File: src/rtl/serial_adder.sv
// serial_adder: bit-serial adder, LSB-first, one bit per clock.
// Two operand shift registers feed a one-bit full_adder stage. A carry
// flip-flop closes the loop and an IDLE/SHIFT/DONE FSM sequences the work.
// Optional macro SERIAL_ADDER_OVF_EN adds a registered two's-complement
// overflow output 'ovf'.

module full_adder (
  input  logic a,
  input  logic b,
  input  logic ci,
  output logic s,
  output logic co
);
  assign s  = a ^ b ^ ci;
  assign co = (a & b) | (ci & (a ^ b));
endmodule

module serial_adder #(
  parameter int WIDTH = 8
) (
  input  logic             clk,
  input  logic             rst,
  input  logic             start,
  input  logic [WIDTH-1:0] a,
  input  logic [WIDTH-1:0] b,
  input  logic             cin,
  output logic             busy,
  output logic             done,
  output logic [WIDTH-1:0] sum,
  output logic             cout
`ifdef SERIAL_ADDER_OVF_EN
  ,
  output logic             ovf
`endif
);

  localparam int CNT_W = $clog2(WIDTH) + 1;

  typedef enum logic [1:0] {IDLE, SHIFT, DONE} state_t;

  state_t             state, state_nxt;
  logic [WIDTH-1:0]   sa, sb;
  logic [WIDTH-2:0]   acc;
  logic               c;
  logic [CNT_W-1:0]   cnt;
  logic               fs, fco;
  logic               load, last;
  logic [WIDTH-1:0]   acc_sh;

  full_adder u_fa (
    .a  (sa[0]),
    .b  (sb[0]),
    .ci (c),
    .s  (fs),
    .co (fco)
  );

  // A start in DONE chains straight into the next operation so that a
  // continuously held start yields one result every WIDTH+1 cycles.
  assign load   = start && ((state == IDLE) || (state == DONE));
  assign last   = (state == SHIFT) && (cnt == CNT_W'(WIDTH - 1));
  // New sum bit enters at the MSB; after the final shift this is the full sum.
  assign acc_sh = {fs, acc};

  assign busy = (state != IDLE);
  assign done = (state == DONE);

  // State register.
  always_ff @(posedge clk) begin
    if (rst) state <= IDLE;
    else     state <= state_nxt;
  end

  // Next-state logic.
  always_comb begin
    state_nxt = state;
    case (state)
      IDLE:    if (start) state_nxt = SHIFT;
      SHIFT:   if (last)  state_nxt = DONE;
      DONE:    state_nxt = start ? SHIFT : IDLE;
      default: state_nxt = IDLE;
    endcase
  end

  // Operand capture, serial shift/accumulate, and result registers.
  always_ff @(posedge clk) begin
    if (rst) begin
      sa   <= '0;
      sb   <= '0;
      acc  <= '0;
      c    <= 1'b0;
      cnt  <= '0;
      sum  <= '0;
      cout <= 1'b0;
`ifdef SERIAL_ADDER_OVF_EN
      ovf  <= 1'b0;
`endif
    end else if (load) begin
      sa  <= a;
      sb  <= b;
      c   <= cin;
      cnt <= '0;
      acc <= '0;
    end else if (state == SHIFT) begin
      sa  <= sa >> 1;
      sb  <= sb >> 1;
      acc <= acc_sh[WIDTH-1:1];
      c   <= fco;
      cnt <= cnt + CNT_W'(1);
      if (last) begin
        sum  <= acc_sh;
        cout <= fco;
`ifdef SERIAL_ADDER_OVF_EN
        // c is the carry into the MSB, fco the carry out of it.
        ovf  <= c ^ fco;
`endif
      end
    end
  end

endmodule
File: config.mk
export PLATFORM = sky130hd
export DESIGN_NAME = serial_adder
export DESIGN_NICKNAME = d
export VERILOG_FILES = /design/src/rtl/serial_adder.sv
export SDC_FILE = /design/constraint.sdc
export NUM_CORES = 1
export LEC_CHECK = 0
export ABC_CLOCK_PERIOD_IN_PS = 1400
export CAP_MARGIN = 20
export CORE_MARGIN = 3
export CORE_UTILIZATION = 45
export DETAILED_ROUTE_END_ITERATION = 8
export PLACE_DENSITY_LB_ADDON = 0.1
export SLEW_MARGIN = 20
export SYNTH_ARGS = -nofsm -noshare
export SYNTH_HDL_FRONTEND = slang
export SYNTH_SLANG_ARGS = --single-unit
File: constraint.sdc
create_clock -name clk -period 1.4 [get_ports clk]
set_clock_uncertainty 0.2 [all_clocks]
set_input_delay 0.21 -clock clk [delete_from_list [all_inputs] [get_ports clk]]
set_output_delay 0.21 -clock clk [all_outputs]
set_load 0.03 [all_outputs]
Yosys cells after proc, flatten, opt, wreduce, memory -nomap -nowiden
Cells that the tools add are included.

Input port bits: 20. Register bits: 39. Output and inout bits: 11.

Bitwise operators: 6. Reductions and logical operators: 9. Add/sub/neg operators: 1. Mux-type cells: 10. Equal/unequal tests: 5.

Operator list (number): 2-to-1 mux 8 bit (4); case mux 2 bit (3 select lines) (1); adder 4 x 1 -> 4 bit (second input constant) (1); == test 4 x 3 -> 1 bit (second input constant) (1); 2-to-1 mux 2 bit (2); inequality test 2 bit (second input constant) (2); nonzero test 2 bit (2); 2-to-1 mux 1 bit (3); AND reduction 3 bit (1); bitwise AND 1 bit (2); == test 2 x 1 -> 1 bit (second input constant) (1); == test 2 bit (second input constant) (1); logical AND 1 bit (2); logical NOT 2 bit (1); AND reduction 2 bit (1); OR reduction 2 bit (1); XOR 1 bit (2); logical OR 1 bit (1); inverter 1 bit (1); bitwise OR 1 bit (1).

Longest topological paths before layout
Gate-level depths: netlist (run 1).

Word-level depth: 5. Mapped depth: 5. Gate-level depth less buffers: 4.

Hierarchy
Synthesis (run 1) repeated with hierarchy kept, for this count alone.

Cells, all modules: 182. Area, all modules: 1567.8 um^2.

Modules (own cells, without submodules): serial_adder (times used 1, seq. area each 780.7 um^2, area each 1547.7 um^2, cells each 181); full_adder (times used 1, seq. area each 0.0 um^2, area each 20.0 um^2, cells each 1).

Least setup slack after synthesis (run 1)
No wires, ideal clock.

Path kind: reg-to-reg. Start: reg cnt[0]. End: reg cout. Data required time: 1.128 ns. Path buffers: 0. Setup slack: -0.012 ns. Library setup time: 0.072 ns. Stages on the path, launching flop included: 5. Arrival: 1.140 ns. Cell sequence: dfxtp_1 ha_1 nand3b_1 nor2_4 mux2i_1.

Word-level cells in the longest chain between the ends: 3.

RTL lines: start, declared (line 45) `logic [CNT_W-1:0] cnt;`; start signal, assigned (line 109) `cnt <= cnt + CNT_W'(1);`; == test 4 x 3 -> 1 bit (line 61) `assign last = (state == SHIFT) && (cnt == CNT_W'(WIDTH - 1));`; logical AND 1 bit (line 61); AND reduction 3 bit (no source line); end signal, assigned (line 112) `cout <= fco;`; end, declared (line 30) `output logic cout`.

Every way passes these cells. A chain may end at the register's enable or synchronous reset.

Final worst setup path (run 1)
Start: reg state[0]. End: out done.

Word-level cells in the longest chain between the ends: 1.

RTL lines: start, declared (line 41) `state_t state, state_nxt;`; start signal, assigned (line 71) `else state <= state_nxt;`; == test 2 bit (line 66) `assign done = (state == DONE);`; end, declared (line 28) `output logic done,`.

Every way passes these cells.

==> flow_summary.toml, run 1 <==
[synthesis]
synthesis.area_mm2 = 0.00156
synth_top_area_cell = "dfxtp_1"
ys_warn_count = 0
synth.yosys.seq_area_share_pct = 50.0
ys_seq_elements = 39
synth_cell_types = 27
synthTopCellsByArea = "dfxtp_1 50%, nand2_1 11%, mux2i_1 6.4%"
synthDominantCellAreaShare_pct = 50.0
synthCells = 182
avgSynthCellArea_um2 = 8.59
synth_nets = 204

[drt]
drtIter0Drc = 66
drc = 0
ant_nets = 0
wirelength_um = 5170
drtPass1Iterations = 5
vias = 1593
viasPerCell = 5.67
wl_per_cell_um = 18.4

[setup_path]
crit_buf_inv = 2
required_ns = 0.99
endpoint_kind = "output port"
crit_path_max_incr_delay_ns = 0.35
crit_chain = "buf_6 -> and2b_1 -> buf_6"
worstPathMaxFanout = 3
path_common_cell = "buf_6"
arrival_ns = 1.19
path_delay_family = "flip-flops"
startpoint_type = "flip-flop"
crit_type = "flip-flop to output port"
crit_path_top_delay_cell = "dfxtp_2"

[floorplan]
die_y_um = 64.9
die_w_um = 64.9
ioPinCount = 31
die_area_mm2 = 0.00422
start_util_pct = 49.2
rows = 20
core_mm2 = 0.00318

[outcome]
status = "complete, but fails checks"
violations = "negative setup slack"

[cts]
clkSinkCount = 39
holdBufCountCts = 0
ctsHtreeMaxLevel = 2
clock_path_buffers = 2
cts.root.buffer_cell = "clkbuf_4"
path_clk_slew_ns = 0.12
clkLatencyLatePin_ns = 0.38
cts_tree = "built"
cts_made_buffers = 5

[final_layout]
nets = 258
diodes = 0
drive_gt1_share_pct = 42.2
final_common_cell = "nand2_1"
finalNonFillerCells = 281
mostFrequentLayoutCells = "37 x nand2_1, 36 x dfxtp_1, 22 x buf_4"
area_growth_pct = 67.5

[power_and_ir_drop]
p_leak_nw = 0.991
p_total_mw = 2.59
ir_drop_mv = 0.854
power_density_mw_per_mm2 = 989

[global_routing]
grt_pass1_wl_um = 7120
overflow = 0
grt_antenna_before_repair = 0
grt_pass1_vias = 1547
grt_max_degree = 18
grt_usage_pct = 22.3

[timing]
tightest_slew_ns = 0.298
drv_slew = 0
timing.fmax_mhz = 624
rsz0062_at_grt = "true"
slew_headroom_pct = 79.9
setup_viol = 39
period_share_pct = 114
finalWorstSetupSlack_ns = -0.201
period_minus_slack_ns = 1.60
hold_slack_ns = 0.247
hold_viol = 0

[run]
cap_violations = 0

[placement]
dp.cells = 261
gp_congestion = 0.769
pre_cts_slack_ns = -0.180
dp_hpwl_um = 2430
port_buffers = 30

[min_path]
min_path_type = "input pin to flip-flop"
-- repair_timing --
item / in CTS / in global routing
endpoints found under the setup margin: 28 / 40
pin swaps: 14 / 13
resized for setup: 47 / 39
cloned: 4 / 1
setup buffers: 4 / 4
-- cells by family after synthesis --
family | share of synthesized area [%]
AO/OA/AOI/OAI | 12.7
buffers and inverters | 4.64
flip-flops | 50.0
multiplexers | 6.41
adder cells (fa/ha/maj) | 2.08
AND/OR/NAND/NOR | 23.1
XOR/XNOR | 1.12
-- cells in the mapped netlist --
master    count
a21oi_1      14
a22oi_1       3
a31oi_1       5
and2b_1       2
buf_2         7
buf_4         1
buf_6         1
clkbuf_1      4
dfxtp_1      39
fa_1          1
ha_1          1
inv_1         1
mux2i_1      10
nand2_1      46
nand2b_1      2
nand3_1       5
nand3b_1      2
nor2_1        3
nor2_4        1
nor2b_1       1
nor3_1       16
o21ai_0       6
o22ai_1       7
or2_2         1
or3_1         1
xnor2_1       1
xor2_1        1
-- path summary, 6_finish.rpt --
| check | slack, ns | to | start | depth (start not counted) |
|---|---|---|---|---|
| setup / recovery | -0.20 | done | state[0] | 3 |
| hold / removal | 0.25 | sb[5] | b[5] | 3 |
| setup reg to reg | -0.20 | sa[6] | state[0] | 6 |
| hold reg to reg | 0.26 | sum[5] | sum[5] | 2 |
-- per-layer routing --
| layer | vias to the layer above | wire (µm) | global-route usage, % |
|---|---|---|---|
| li1 | 730 | - | - |
| met1 | 785 | 1980 | 21.8 |
| met5 | - | 0 | 0 |
| met3 | 21 | 243 | 4.85 |
| met4 | 0 | 238 | 9.50 |
| met2 | 57 | 2710 | 43.9 |
-- layout make-up --
| type | count | area (µm²) |
|---|---|---|
| flip-flops and latches | 39 | 785 |
| repair buffers | 60 | 694 |
| fillers | 187 | 561 |
| clock buffers | 6 | 51.3 |
| inverters | 1 | 3.75 |
| clock inverters | 2 | 35.0 |
| well taps | 44 | 55.1 |
| multi-input cells | 129 | 993 |
-- sequential cells by signal, summed over array words and instances, names as in the netlist --
register	flops
c	1
sum	8
acc	7
sa	8
sb	8
cout	1
cnt	4
state	2
-- worst register-to-register path, stage by stage, from the launching register on --
cell and delay [ns]:
dfxtp_2 0.35, buf_6 0.12, buf_6 0.11, nand2b_4 0.14, buf_4 0.19, o21ai_0 0.28
a31oi_1 0.10
-- metrics by stage --
step | instance area [µm²] | utilization (%) | TNS, ns
3_5_place_dp | 2010 | 63.2 | -3.84
2_1_floorplan | 1560 | - | 0
6_report | 2620 | 82.4 | -3.69
5_1_grt | 2620 | 82.4 | -5.53
3_3_place_gp | 2010 | 63.2 | -2.60
4_1_cts | 2410 | 76.0 | -2.57
-- report_power, final --
part / leakage [nW] / switching (mW) / internal, mW / total (mW)
clock: 0.0482 / 0.401 / 0.422 / 0.822
sequential: 0.319 / 0.0514 / 1.16 / 1.21
combinational: 0.624 / 0.260 / 0.295 / 0.554
Note: power is estimated with default switching activity, not from simulation.
==> run 2, diff against run 1 <==
Settings changed: CORE_ASPECT_RATIO from default to 1.5.
==> flow_summary.toml, run 2 (synthesized netlist as in run 1, its figures left out) <==
[cts]
path_clk_slew_ns = 0.07
cts_tree = "built"
cts.root.buffer_cell = "clkbuf_8"
holdBufCountCts = 0
clock_path_buffers = 2
clkSinkCount = 39
cts_made_buffers = 5
clkLatencyLatePin_ns = 0.28
ctsHtreeMaxLevel = 2

[final_layout]
finalNonFillerCells = 268
mostFrequentLayoutCells = "46 x nand2_1, 36 x dfxtp_1, 21 x buf_4"
reg_top3 = "sa: 8 flops, sb: 8 flops, sum: 8 flops"
final_common_cell = "nand2_1"
diodes = 0
drive_gt1_share_pct = 25.0
area_growth_pct = 41.9
nets = 251
finalInstanceArea_mm2 = 0.00222

[timing]
timing.fmax_mhz = 680
tightest_slew_ns = 0.210
drv_slew = 0
period_share_pct = 105
hold_viol = 0
finalWorstSetupSlack_ns = -0.0696
slew_headroom_pct = 85.9
fin_setup_tns_ns = -0.145
setup_viol = 3
rsz0062_at_grt = "true"
period_minus_slack_ns = 1.47

[setup_path]
worstPathMaxFanout = 2
crit_path_top_delay_cell = "dfxtp_2"
path_delay_family = "flip-flops"
crit_buf_inv = 1
crit_chain = "or2_2 -> buf_6"
endpoint_kind = "output port"
arrival_ns = 1.06
startpoint_type = "flip-flop"
required_ns = 0.99
crit_path_max_incr_delay_ns = 0.33
crit_type = "flip-flop to output port"

[drt]
drtIter0Drc = 28
wl_per_cell_um = 13.4
viasPerCell = 5.38
drtPass1Iterations = 4
drc = 0
wirelength_um = 3590
ant_nets = 0
vias = 1441

[global_routing]
grt_use_met1_pct = 19.3
grt_antenna_before_repair = 0
grt_pass1_vias = 1304
overflow = 0
grt_usage_pct = 17.8
grt_pass1_wl_um = 5580
grt_max_degree = 19
grt_use_met2_pct = 30.8
met3_usage_pct = 5.12
gr-max-usage-layer = "met2"

[floorplan]
rows = 25
die_area_mm2 = 0.00423
die_w_um = 54.1
die_y_um = 78.2
start_util_pct = 48.0
ioPinCount = 31
core_mm2 = 0.00325

[placement]
dp.cells = 259
dp_hpwl_um = 2500
gp_congestion = 0.742
pre_cts_slack_ns = -0.200
port_buffers = 30
place_area_mm2 = 0.00201

[power_and_ir_drop]
ir_drop_mv = 0.842
p_total_mw = 2.25
p_leak_nw = 0.817
power_density_mw_per_mm2 = 1010

[outcome]
status = "complete, but fails checks"
violations = "negative setup slack"

[min_path]
min_path_type = "flip-flop to flip-flop"

[run]
cap_violations = 0
==> run 2: path summary, 6_finish.rpt <==
| kind | start | end | cells past startpoint | slack [ns] |
|---|---|---|---|---|
| setup reg to reg | state[0] | cnt[3] | 5 | -0.01 |
| setup / recovery | state[0] | busy | 2 | -0.07 |
| hold / removal | sum[5] | sum[5] | 2 | 0.26 |
| hold reg to reg | sum[5] | sum[5] | 2 | 0.26 |
==> run 2: metrics by stage <==
stage | hold slack, ns | utilization [%]
finish | 0.259 | 68.2
detailed placement | 0.249 | 61.7
global placement | 0.243 | 61.7
CTS | 0.259 | 64.6
floorplan | 0.0893 | -
global route | 0.284 | 68.2
==> run 2: cell type report <==
class	count	area (µm²)
tap	40	50.0
multi-input combinational	129	785
timing repair buffer	53	522
clock buffer	6	72.6
fill	284	1040
sequential	39	785
inverter	1	3.75
==> run 2: what timing repair did <==
item | 4_1_cts | 5_1_grt
cloned | 0 | 2
pin swaps | 0 | 3
setup buffers | 0 | 1
resized for setup | 14 | 25
endpoints found under the setup margin | 30 | 34
hold endpoints to repair | 0 | 0
==> run 2: power by group <==
part | switching, mW | internal [mW] | leakage [nW]
registers | 0.0349 | 1.16 | 0.319
clock network | 0.344 | 0.332 | 0.0371
logic | 0.177 | 0.202 | 0.461
total | 0.555 | 1.69 | 0.817
==> run 2: worst min-delay path, cell delays in order, from the launching register on <==
cell and delay [ns]:
dfxtp_1 0.31, nand2_1 0.05, mux2i_1 0.05
==> run 2: per-layer routing <==
metal	share of wire, %	up-vias
met2	54	43
li1	-	714
met4	1.8	0
met5	0	-
met1	39	678
met3	5.2	6
==> run 3, diff against run 2 <==
Settings changed: GPL_ROUTABILITY_DRIVEN from default to 0.
==> results of run 3 <==
No change in the layout: final DEF, timing and power equal those of run 2.
